<file path="src/rtl/analog_axis_arbiter.sv">
`default_nettype none
// ============================================================================
// Module   : analog_axis_arbiter
// Purpose  : Player-1 analog axis source select between the HPS analog stick
//            and PS/2 mouse emulation (saturating absolute position), with
//            centre-and-freeze while the CPU is halted by the OSD/menu.
// Revision : 1.0 - initial release
// ============================================================================
module analog_axis_arbiter #(
  parameter int DELTA_LIMIT  = 10,
  parameter int IDLE_TIMEOUT = 0
) (
  input  logic        clk_sys,
  input  logic        reset,
  input  logic [24:0] ps2_mouse,
  input  logic [15:0] joya,
  input  logic [15:0] joy,
  input  logic        cpu_halt,
  output logic [7:0]  ax,
  output logic [7:0]  ay,
  output logic [15:0] joy_out,
  output logic        mouse_active,
  output logic        axis_upd
);

  // Idle counter is sized to hold IDLE_TIMEOUT; a 1-bit stub when disabled.
  localparam int                    c_idle_w   = (IDLE_TIMEOUT > 0) ? $clog2(IDLE_TIMEOUT + 1) : 1;
  localparam logic [c_idle_w-1:0]   c_idle_max = c_idle_w'(IDLE_TIMEOUT);
  localparam logic signed [8:0]     c_lim      = 9'(DELTA_LIMIT);

  typedef enum logic [1:0] {
    S_JOY   = 2'd0,
    S_MOUSE = 2'd1,
    S_HALT  = 2'd2
  } state_t;

  state_t                r_state;
  logic                  r_stb_d;
  logic                  r_armed;
  logic signed [7:0]     r_mx;
  logic signed [7:0]     r_my;
  logic [c_idle_w-1:0]   r_idle;

  logic                  w_event;
  logic                  w_joya_nz;
  logic signed [8:0]     w_dx;
  logic signed [8:0]     w_dy;
  logic signed [7:0]     w_base_x;
  logic signed [7:0]     w_base_y;
  logic signed [7:0]     w_mx_new;
  logic signed [7:0]     w_my_new;
  logic [c_idle_w-1:0]   w_idle_inc;
  logic                  w_idle_hit;
  logic [7:0]            w_ax_n;
  logic [7:0]            w_ay_n;
  logic [15:0]           w_joy_n;
  logic                  w_act_n;
  logic                  w_unused;

  // Limit one mouse report to +/-DELTA_LIMIT so a burst cannot jump the cursor.
  function automatic logic signed [8:0] clamp_d(input logic signed [8:0] d);
    if (d > c_lim)
      return c_lim;
    else if (d < -c_lim)
      return -c_lim;
    else
      return d;
  endfunction

  // 10-bit add then pin to the signed 8-bit range; the position never wraps.
  function automatic logic signed [7:0] sat_add(input logic signed [7:0] acc,
                                                input logic signed [8:0] d);
    logic signed [9:0] n;
    n = {{2{acc[7]}}, acc} + {d[8], d};
    if (n > 10'sd127)
      return 8'sd127;
    else if (n < -10'sd128)
      return 8'h80;
    else
      return n[7:0];
  endfunction

  // The first edge after reset only captures the strobe level, so a toggle
  // that happened while in reset is never replayed as an event.
  assign w_event   = r_armed && (ps2_mouse[24] != r_stb_d);
  assign w_joya_nz = |joya;

  // PS/2 reports up as positive Y; the console wants up as negative.
  assign w_dx      = clamp_d({ps2_mouse[4], ps2_mouse[15:8]});
  assign w_dy      = -clamp_d({ps2_mouse[5], ps2_mouse[23:16]});

  // Entering MOUSE starts from the centre; inside MOUSE it accumulates.
  assign w_base_x  = (r_state == S_MOUSE) ? r_mx : 8'sd0;
  assign w_base_y  = (r_state == S_MOUSE) ? r_my : 8'sd0;
  assign w_mx_new  = sat_add(w_base_x, w_dx);
  assign w_my_new  = sat_add(w_base_y, w_dy);

  assign w_idle_inc = (r_idle == c_idle_max) ? r_idle : r_idle + 1'b1;
  assign w_idle_hit = (IDLE_TIMEOUT != 0) && (w_idle_inc == c_idle_max);

  // Mouse bits that carry no information for the console.
  assign w_unused  = ^{ps2_mouse[7:6], ps2_mouse[3:2]};

  // Output selection: halt and a live stick take effect at once, mouse
  // position is shown one edge after the event that produced it.
  always_comb begin
    w_ax_n  = joya[7:0];
    w_ay_n  = joya[15:8];
    w_joy_n = joy;
    w_act_n = 1'b0;
    if (cpu_halt || (r_state == S_HALT)) begin
      w_ax_n = 8'h00;
      w_ay_n = 8'h00;
    end else if ((r_state == S_MOUSE) && !w_joya_nz) begin
      w_ax_n  = r_mx;
      w_ay_n  = r_my;
      w_joy_n = {joy[15:6], ps2_mouse[1:0], joy[3:0]};
      w_act_n = 1'b1;
    end
  end

  // Source arbitration state machine with registered outputs.
  always_ff @(posedge clk_sys or posedge reset) begin
    if (reset) begin
      r_state      <= S_JOY;
      r_stb_d      <= 1'b0;
      r_armed      <= 1'b0;
      r_mx         <= 8'sd0;
      r_my         <= 8'sd0;
      r_idle       <= '0;
      ax           <= 8'h00;
      ay           <= 8'h00;
      joy_out      <= 16'h0000;
      mouse_active <= 1'b0;
      axis_upd     <= 1'b0;
    end else begin
      r_armed      <= 1'b1;
      r_stb_d      <= ps2_mouse[24];
      ax           <= w_ax_n;
      ay           <= w_ay_n;
      joy_out      <= w_joy_n;
      mouse_active <= w_act_n;
      axis_upd     <= ({w_ax_n, w_ay_n} != {ax, ay});

      if (cpu_halt) begin
        r_state <= S_HALT;
        r_mx    <= 8'sd0;
        r_my    <= 8'sd0;
        r_idle  <= '0;
      end else begin
        case (r_state)
          S_HALT: begin
            r_state <= S_JOY;
            r_idle  <= '0;
          end
          S_JOY: begin
            r_idle <= '0;
            if (w_event && !w_joya_nz) begin
              r_state <= S_MOUSE;
              r_mx    <= w_mx_new;
              r_my    <= w_my_new;
            end
          end
          S_MOUSE: begin
            if (w_joya_nz) begin
              r_state <= S_JOY;
              r_mx    <= 8'sd0;
              r_my    <= 8'sd0;
              r_idle  <= '0;
            end else if (w_event) begin
              r_mx   <= w_mx_new;
              r_my   <= w_my_new;
              r_idle <= '0;
            end else if (w_idle_hit) begin
              r_state <= S_JOY;
              r_mx    <= 8'sd0;
              r_my    <= 8'sd0;
              r_idle  <= '0;
            end else begin
              r_idle <= w_idle_inc;
            end
          end
          default: begin
            r_state <= S_JOY;
            r_mx    <= 8'sd0;
            r_my    <= 8'sd0;
            r_idle  <= '0;
          end
        endcase
      end
    end
  end

endmodule
`default_nettype wire

</file>
<file path="config.mk">
export PLATFORM = sky130hd
export DESIGN_NAME = analog_axis_arbiter
export DESIGN_NICKNAME = d
export VERILOG_FILES = /design/src/rtl/analog_axis_arbiter.sv
export SDC_FILE = /design/constraint.sdc
export NUM_CORES = 1
export LEC_CHECK = 0
export ABC_CLOCK_PERIOD_IN_PS = 2900
export CORE_MARGIN = 2
export CORE_UTILIZATION = 46
export CTS_BUF_LIST = sky130_fd_sc_hd__clkbuf_4 sky130_fd_sc_hd__clkbuf_8
export DETAILED_ROUTE_END_ITERATION = 16
export GPL_TIMING_DRIVEN = 0
export PLACE_DENSITY = 0.79
export SLEW_MARGIN = 20
export SYNTH_ARGS = -nofsm -noshare
export SYNTH_HDL_FRONTEND = slang
export SYNTH_SLANG_ARGS = --single-unit
</file>
<file path="constraint.sdc">
create_clock -name clk_sys -period 2.9 [get_ports clk_sys]
set_input_delay 0.58 -clock clk_sys [delete_from_list [all_inputs] [get_ports clk_sys]]
set_output_delay 0.58 -clock clk_sys [all_outputs]
set_load 0.03 [all_outputs]
</file>
* Word-level counts from Yosys, hierarchy flattened
Cells that the tools add are included.
** Storage, ports and cells
- Bits in registers :: 54
- Logic and storage cells :: 70
- Bits of input ports :: 60
** Cells by class
- $lt $le $gt $ge :: 8
- Equality and inequality tests :: 8
- Add/sub/neg operators :: 3
- Mux-type cells :: 32
- Reduce and logical (&&, ||, !) cells :: 9
** Operators by type and width (number)
- 2-to-1 mux 8 bit :: 18
- case mux 8 bit (3 select lines) :: 2
- 2-to-1 mux 9 bit :: 4
- adder 8 x 9 -> 10 bit :: 2
- greater-than comparator 10 x 8 -> 1 bit, second input constant :: 2
- less-than comparator 10 x 8 -> 1 bit, second input constant :: 2
- greater-than comparator 9 x 5 -> 1 bit, second input constant :: 2
- less-than comparator 9 x 5 -> 1 bit, second input constant :: 2
- inequality test 16 bit :: 1
- OR reduction 16 bit :: 1
- 2-to-1 mux 6 bit :: 2
- negator 9 bit :: 1
- 2-to-1 mux 2 bit :: 3
- inequality test 3 bit, second input constant :: 2
- inequality test 4 bit, second input constant :: 1
- case mux 2 bit (2 select lines) :: 1
- logical AND 1 bit :: 3
- AND reduction 3 bit :: 1
- equality test 2 x 1 -> 1 bit, second input constant :: 1
- equality test 2 bit, second input constant :: 1
- logical NOT 2 bit :: 1
- 2-to-1 mux 1 bit :: 2
- inequality test 2 bit, second input constant :: 1
- AND reduction 2 bit :: 1
- other kinds (3) :: 3

* Longest topological paths before layout
- Word-level depth :: 12
- Gate-level depth with buffers :: 17
- Mapped depth without buffers :: 17

* Worst setup path after synthesis
Ideal clock, no wire load.
- Kind :: input to register
- Start point :: input ps2_mouse[21]
- End point :: register r_my[3]
- Data required time :: 2.748 ns
- Stages :: 16
- Slack :: -0.912 ns
- Setup time :: 0.152 ns
- Arrival :: 3.660 ns
- Path through :: nand2_1 > or3_1 > ha_1 > a211oi_1 > ha_1 > nand2_1 > xnor2_1 > o21ai_0 > ha_1 > a21oi_1 > o211ai_1 > o2111ai_1 > a31oi_1 > and2_1 > a31oi_1 > o211ai_1
** On the way
- Cells in the longest elaborated chain, start to end :: 12
- Elaborated cells on any way between the ends :: 15
- Those cells by class :: add/sub: 2; order compare: 4; mux: 9
** Ends and longest elaborated chain
- from (decl) :: RTL line 15 : input logic [24:0] ps2_mouse,
- less-than comparator 9 x 5 -> 1 bit :: RTL line 64 : else if (d < -c_lim)
- 2-to-1 mux 9 bit :: RTL line 64
- 2-to-1 mux 9 bit (*) :: RTL line 62 : if (d > c_lim)
- negator 9 bit (*) :: RTL line 90 : assign w_dy = -clamp_d({ps2_mouse[5], ps2_mouse[23:16]});
- adder 8 x 9 -> 10 bit (*) :: RTL line 74 : n = {{2{acc[7]}}, acc} + {d[8], d};
- less-than comparator 10 x 8 -> 1 bit :: RTL line 77 : else if (n < -10'sd128)
- 2-to-1 mux 8 bit :: RTL line 77
- 2-to-1 mux 8 bit (*) :: RTL line 75 : if (n > 10'sd127)
- 2-to-1 mux 8 bit :: RTL line 170 : end else if (w_event) begin
- 2-to-1 mux 8 bit :: RTL line 165 : if (w_joya_nz) begin
- case mux 8 bit (3 select lines) (*) :: RTL line 151 : case (r_state)
- 2-to-1 mux 8 bit (*) :: RTL line 145 : if (cpu_halt) begin
- to (signal assigned) :: RTL line 161 : r_my <= w_my_new;
- to (signal assigned) :: RTL line 172 : r_my <= w_my_new;
- to (decl) :: RTL line 41 : logic signed [7:0] r_my;
Every way passes the cells marked *; elsewhere a longest branch is shown, timed or not. The select of a mux whose other input is x is not followed.
A chain may end at the register's enable or synchronous reset.

* Worst setup path in the final report
- Start point :: input ps2_mouse[12]
- End point :: register r_mx[6]
** On the way
- Cells in the longest elaborated chain, start to end :: 11
- Elaborated cells on any way between the ends :: 14
- Those cells by class :: add/sub: 1; order compare: 4; mux: 9
** Ends and longest elaborated chain
- less-than comparator 9 x 5 -> 1 bit :: RTL line 64
- 2-to-1 mux 9 bit :: RTL line 64
- 2-to-1 mux 9 bit (*) :: RTL line 62
- adder 8 x 9 -> 10 bit (*) :: RTL line 74
- less-than comparator 10 x 8 -> 1 bit :: RTL line 77
- 2-to-1 mux 8 bit :: RTL line 77
- 2-to-1 mux 8 bit (*) :: RTL line 75
- 2-to-1 mux 8 bit :: RTL line 170
- 2-to-1 mux 8 bit :: RTL line 165
- case mux 8 bit (3 select lines) (*) :: RTL line 151
- 2-to-1 mux 8 bit (*) :: RTL line 145
- to (signal assigned) :: RTL line 160 : r_mx <= w_mx_new;
- to (signal assigned) :: RTL line 171 : r_mx <= w_mx_new;
- to (decl) :: RTL line 40 : logic signed [7:0] r_mx;
Marked as above.

==> results_dict.tcl <==
set metrics [dict create \
    reg_clk_slew_reported_paths_ns 0.09 \
    fin_cells 651 \
    clock_sink_count 54 \
    mappedNetlistNets 511 \
    fin_util_pct 68.6 \
    drt_first_pass_iters 5 \
    end_kind "flip-flop" \
    via_count_of_the_first_global_routing_pass 3831 \
    per_cell_via_count_in_the_routed_design 5.96 \
    ir_worst_vdd_uv 189 \
    critical_path_class "in -> reg" \
    worstSkewPairLatency_ns 0.33 \
    clk_buf_depth 2 \
    wire_length_of_the_first_global_routing_pass_mm 19.6 \
    cellLeakagePower_nw 2.29 \
    finalWeightedCongestion 1.01 \
    failed_checks "setup timing" \
    grt_start_max_net_pins 55 \
    globalRouteTotalUtil_pct 28.5 \
    critPathArrivalTime_ns 3.68 \
    die_height_um 93.8 \
    tritoncts.num_buffers 5 \
    rrSetupSlack_ns -0.55 \
    ys_ff_latch 54 \
    setup-tns-final_ns -7.74 \
    switching_power_of_the_nets_uw 515 \
    worst_hold_path.endpoint "r_mx[6]" \
    fin_skew_ns 0.0144 \
    postSynth.topFlopCell "sky130_fd_sc_hd__dfrtp_1" \
    detail_route.iter0.violations 214 \
    setup_ws_ns -0.571 \
    timing.slew.headroom_pct 50.9 \
    power_report.internal_total_mw 1.18 \
    antenna_left 0 \
    status "complete, but fails checks" \
    flow.area_growth_from_synthesis_pct 43.7 \
    post_route_cells_drive_above_1_share_pct 19.3 \
    cp-start-kind "primary input" \
    drc 0 \
    vias 3879 \
    post_synth_inst_count 427 \
    unrepaired_setup_endpoints_after_global_routing "yes" \
    dp.cells 618 \
    insertedDiodeCount 0 \
    layout_worst_path_cycle_share_pct 120 \
    cts.root.buffer_cell "sky130_fd_sc_hd__clkbuf_8" \
    rr_endpoint "r_mx[6]" \
    setup-violations-final 15 \
    syn_area_um2 3710 \
    worstMarginPinSlew_ns 0.730 \
    floorplan.die.width_um 93.8 \
    syn-mean-instance-area_um2 8.68 \
    yosys_warnings 0 \
    detailed_place_hpwl_mm 9.29 \
    htree_num_levels 2 \
    cp_data_required_time_ns 3.11 \
    portion_of_the_post_synthesis_area_used_by_sequential_elements_pct 36.4 \
    finalHoldViolCount 0 \
    crit-reg2reg-launch "r_state[1]" \
    average_detailed_routed_wire_length_per_instance_um 18.8 \
    ys_async_sr_fraction_pct 100 \
    num_io_pins 94 \
    worstRegToRegCells 13 \
    globalRouteOverflowTotal 0 \
    hold_ws_ns 0.558 \
    crit_path_max_fanout 6 \
    power.share.clock_pct 27.4 \
    final-max-slew-violation-count 0 \
    pwr-share-seq_pct 46.6 \
    hold_depth 1 \
    die_area_um2 8790 \
    max_freq_mhz 288 \
    max_cap_violations 0 \
    std_cell_rows 32 \
    pwr-share-comb_pct 26.0 \
    power_per_cell_area_nw_per_um2 319 \
    cts_tree "yes" \
    switching_share_pct 30.3 \
    synth_edf_count 0 \
    port-buffer-count 89 \
    post_synth_num_cell_types 62 \
    hold_path.startpoint "r_mx[6]" \
    design.core.area_um2 7770 \
    classification_of_the_worst_slack_hold_path "reg -> reg" \
    layout_common_cells "sky130_fd_sc_hd__clkdlybuf4s50_1 (71), sky130_fd_sc_hd__dfrtp_1 (54), sky130_fd_sc_hd__inv_1 (41)" \
    final_common_cell "sky130_fd_sc_hd__clkdlybuf4s50_1" \
    pre_cts_slack_ns -1.59 \
    nNetsFinal 632 \
    finalWirelength_mm 12.2 \
    initial_utilization_pct 47.7 \
    number_of_antenna_violations_at_the_first_check_in_global_routing 0 \
    post-route-min-period_ns 3.47 \
]
-- state kept, by name, summed over array words and instances, names as in the netlist --
| name | count |
|---|---|
| joy_out | 16 |
| ax | 8 |
| ay | 8 |
| r_mx | 8 |
| r_my | 8 |
| r_state | 2 |
| axis_upd | 1 |
| mouse_active | 1 |
| r_armed | 1 |
| r_stb_d | 1 |
-- metrics by stage --
step,power [mW],area [um2]
2_1_floorplan,1.01,3810
3_3_place_gp,1.20,4830
3_5_place_dp,1.20,4830
4_1_cts,1.69,5180
5_1_grt,1.76,5330
6_report,1.70,5330
-- power groups by stage --
| stage | Combinational [mW] | Clock, mW | Sequential, mW |
|---|---|---|---|
| after CTS | 0.422 | 0.471 | 0.792 |
| after global placement | 0.390 | 0 | 0.806 |
| after detailed placement | 0.395 | 0 | 0.807 |
| after global routing | 0.473 | 0.497 | 0.794 |
| after floorplan | 0.170 | 0 | 0.843 |
| final | 0.441 | 0.465 | 0.792 |
-- critical path, stage by stage --
cell and delay [ns]:
sky130_fd_sc_hd__buf_8 0.07, sky130_fd_sc_hd__nand4_1 0.10, sky130_fd_sc_hd__or3_4 0.35, sky130_fd_sc_hd__ha_4 0.25
sky130_fd_sc_hd__or3_4 0.37, sky130_fd_sc_hd__inv_2 0.07, sky130_fd_sc_hd__fa_2 0.23, sky130_fd_sc_hd__nor2b_4 0.05
sky130_fd_sc_hd__o31a_1 0.28, sky130_fd_sc_hd__o211a_1 0.23, sky130_fd_sc_hd__or3_4 0.35, sky130_fd_sc_hd__a311oi_4 0.35
sky130_fd_sc_hd__nor2_4 0.09, sky130_fd_sc_hd__a221o_1 0.30
-- cells by family after synthesis --
group,synth area share (%)
buf+inv,5.91
compound gates,25.8
simple gates,18.1
flops,36.4
mux,0.607
other cells,0.101
fa+ha+maj,8.50
xor+xnor,4.49
-- timing repair --
action / CTS / global route
resized for setup: 119 / 22
pin swaps: 32 / 25
hold buffers: 0 / 0
setup endpoints to repair: 27 / 34
setup buffers: 18 / 9
-- cell type report --
cell class,instances,area (um2)
multi-input combinational,319,2380
inverter,44,175
tap,102,128
clock buffer,6,82.6
clock inverter,2,16.3
timing repair buffer,115,1140
sequential,54,1350
buffer,9,51.3
fill,617,2440
-- worst max-delay path by stage --
| stage | from | to | slack [ns] | cells past startpoint |
|---|---|---|---|---|
| 4_1_cts | ps2_mouse[4] | r_mx[2] | -0.66 | 15 |
| 3_5_place_dp | ps2_mouse[4] | r_mx[2] | -1.59 | 16 |
| 2_1_floorplan | ps2_mouse[4] | r_mx[2] | -0.70 | 14 |
| 3_3_place_gp | ps2_mouse[4] | r_mx[3] | -1.54 | 16 |
| 6_report | ps2_mouse[12] | r_mx[6] | -0.57 | 14 |
| 5_1_grt | ps2_mouse[18] | r_my[3] | -0.71 | 17 |
-- cells in the mapped netlist (2+ instances only) --
| master | count | area, um2 |
|---|---|---|
| sky130_fd_sc_hd__nand4_1 | 5 | 31.3 |
| sky130_fd_sc_hd__o21a_1 | 7 | 52.6 |
| sky130_fd_sc_hd__o2111ai_1 | 3 | 26.3 |
| sky130_fd_sc_hd__a31oi_1 | 6 | 37.5 |
| sky130_fd_sc_hd__xnor2_1 | 14 | 123 |
| sky130_fd_sc_hd__a21o_1 | 8 | 60.1 |
| sky130_fd_sc_hd__or3_1 | 6 | 37.5 |
| sky130_fd_sc_hd__a22o_1 | 10 | 87.6 |
| sky130_fd_sc_hd__a21oi_1 | 16 | 80.1 |
| sky130_fd_sc_hd__xor2_1 | 5 | 43.8 |
| sky130_fd_sc_hd__nand2b_1 | 5 | 31.3 |
| sky130_fd_sc_hd__mux2_2 | 2 | 22.5 |
| sky130_fd_sc_hd__nand3b_1 | 2 | 15.0 |
| sky130_fd_sc_hd__o21ai_0 | 28 | 140 |
| sky130_fd_sc_hd__clkbuf_1 | 6 | 22.5 |
| sky130_fd_sc_hd__o211ai_1 | 10 | 75.1 |
| sky130_fd_sc_hd__nor2_1 | 39 | 146 |
| sky130_fd_sc_hd__and2_1 | 7 | 43.8 |
| sky130_fd_sc_hd__o31a_1 | 2 | 17.5 |
| sky130_fd_sc_hd__nor3_1 | 7 | 35.0 |
| sky130_fd_sc_hd__inv_1 | 44 | 165 |
| sky130_fd_sc_hd__buf_6 | 2 | 22.5 |
| sky130_fd_sc_hd__fa_1 | 2 | 40.0 |
| sky130_fd_sc_hd__ha_1 | 22 | 275 |
| sky130_fd_sc_hd__o22ai_1 | 11 | 68.8 |
| sky130_fd_sc_hd__a221oi_1 | 6 | 52.6 |
| sky130_fd_sc_hd__nand2_1 | 36 | 135 |
| sky130_fd_sc_hd__nor2b_1 | 5 | 31.3 |
| sky130_fd_sc_hd__nor4_1 | 11 | 68.8 |
| sky130_fd_sc_hd__a221o_1 | 5 | 50.1 |
| sky130_fd_sc_hd__dfrtp_1 | 54 | 1350 |
| sky130_fd_sc_hd__nand3_1 | 9 | 45.0 |
| sky130_fd_sc_hd__a211oi_1 | 3 | 22.5 |
-- routing by layer --
layer  GRT usage [%]  share of wire, %  wire (um)
met5               0                 0          0
met4            11.5               3.1        382
met3            4.25               8.1        987
met2            48.3                48       5830
met1            36.3                41       5050
No activity file was read; power rests on OpenSTA's default activity.
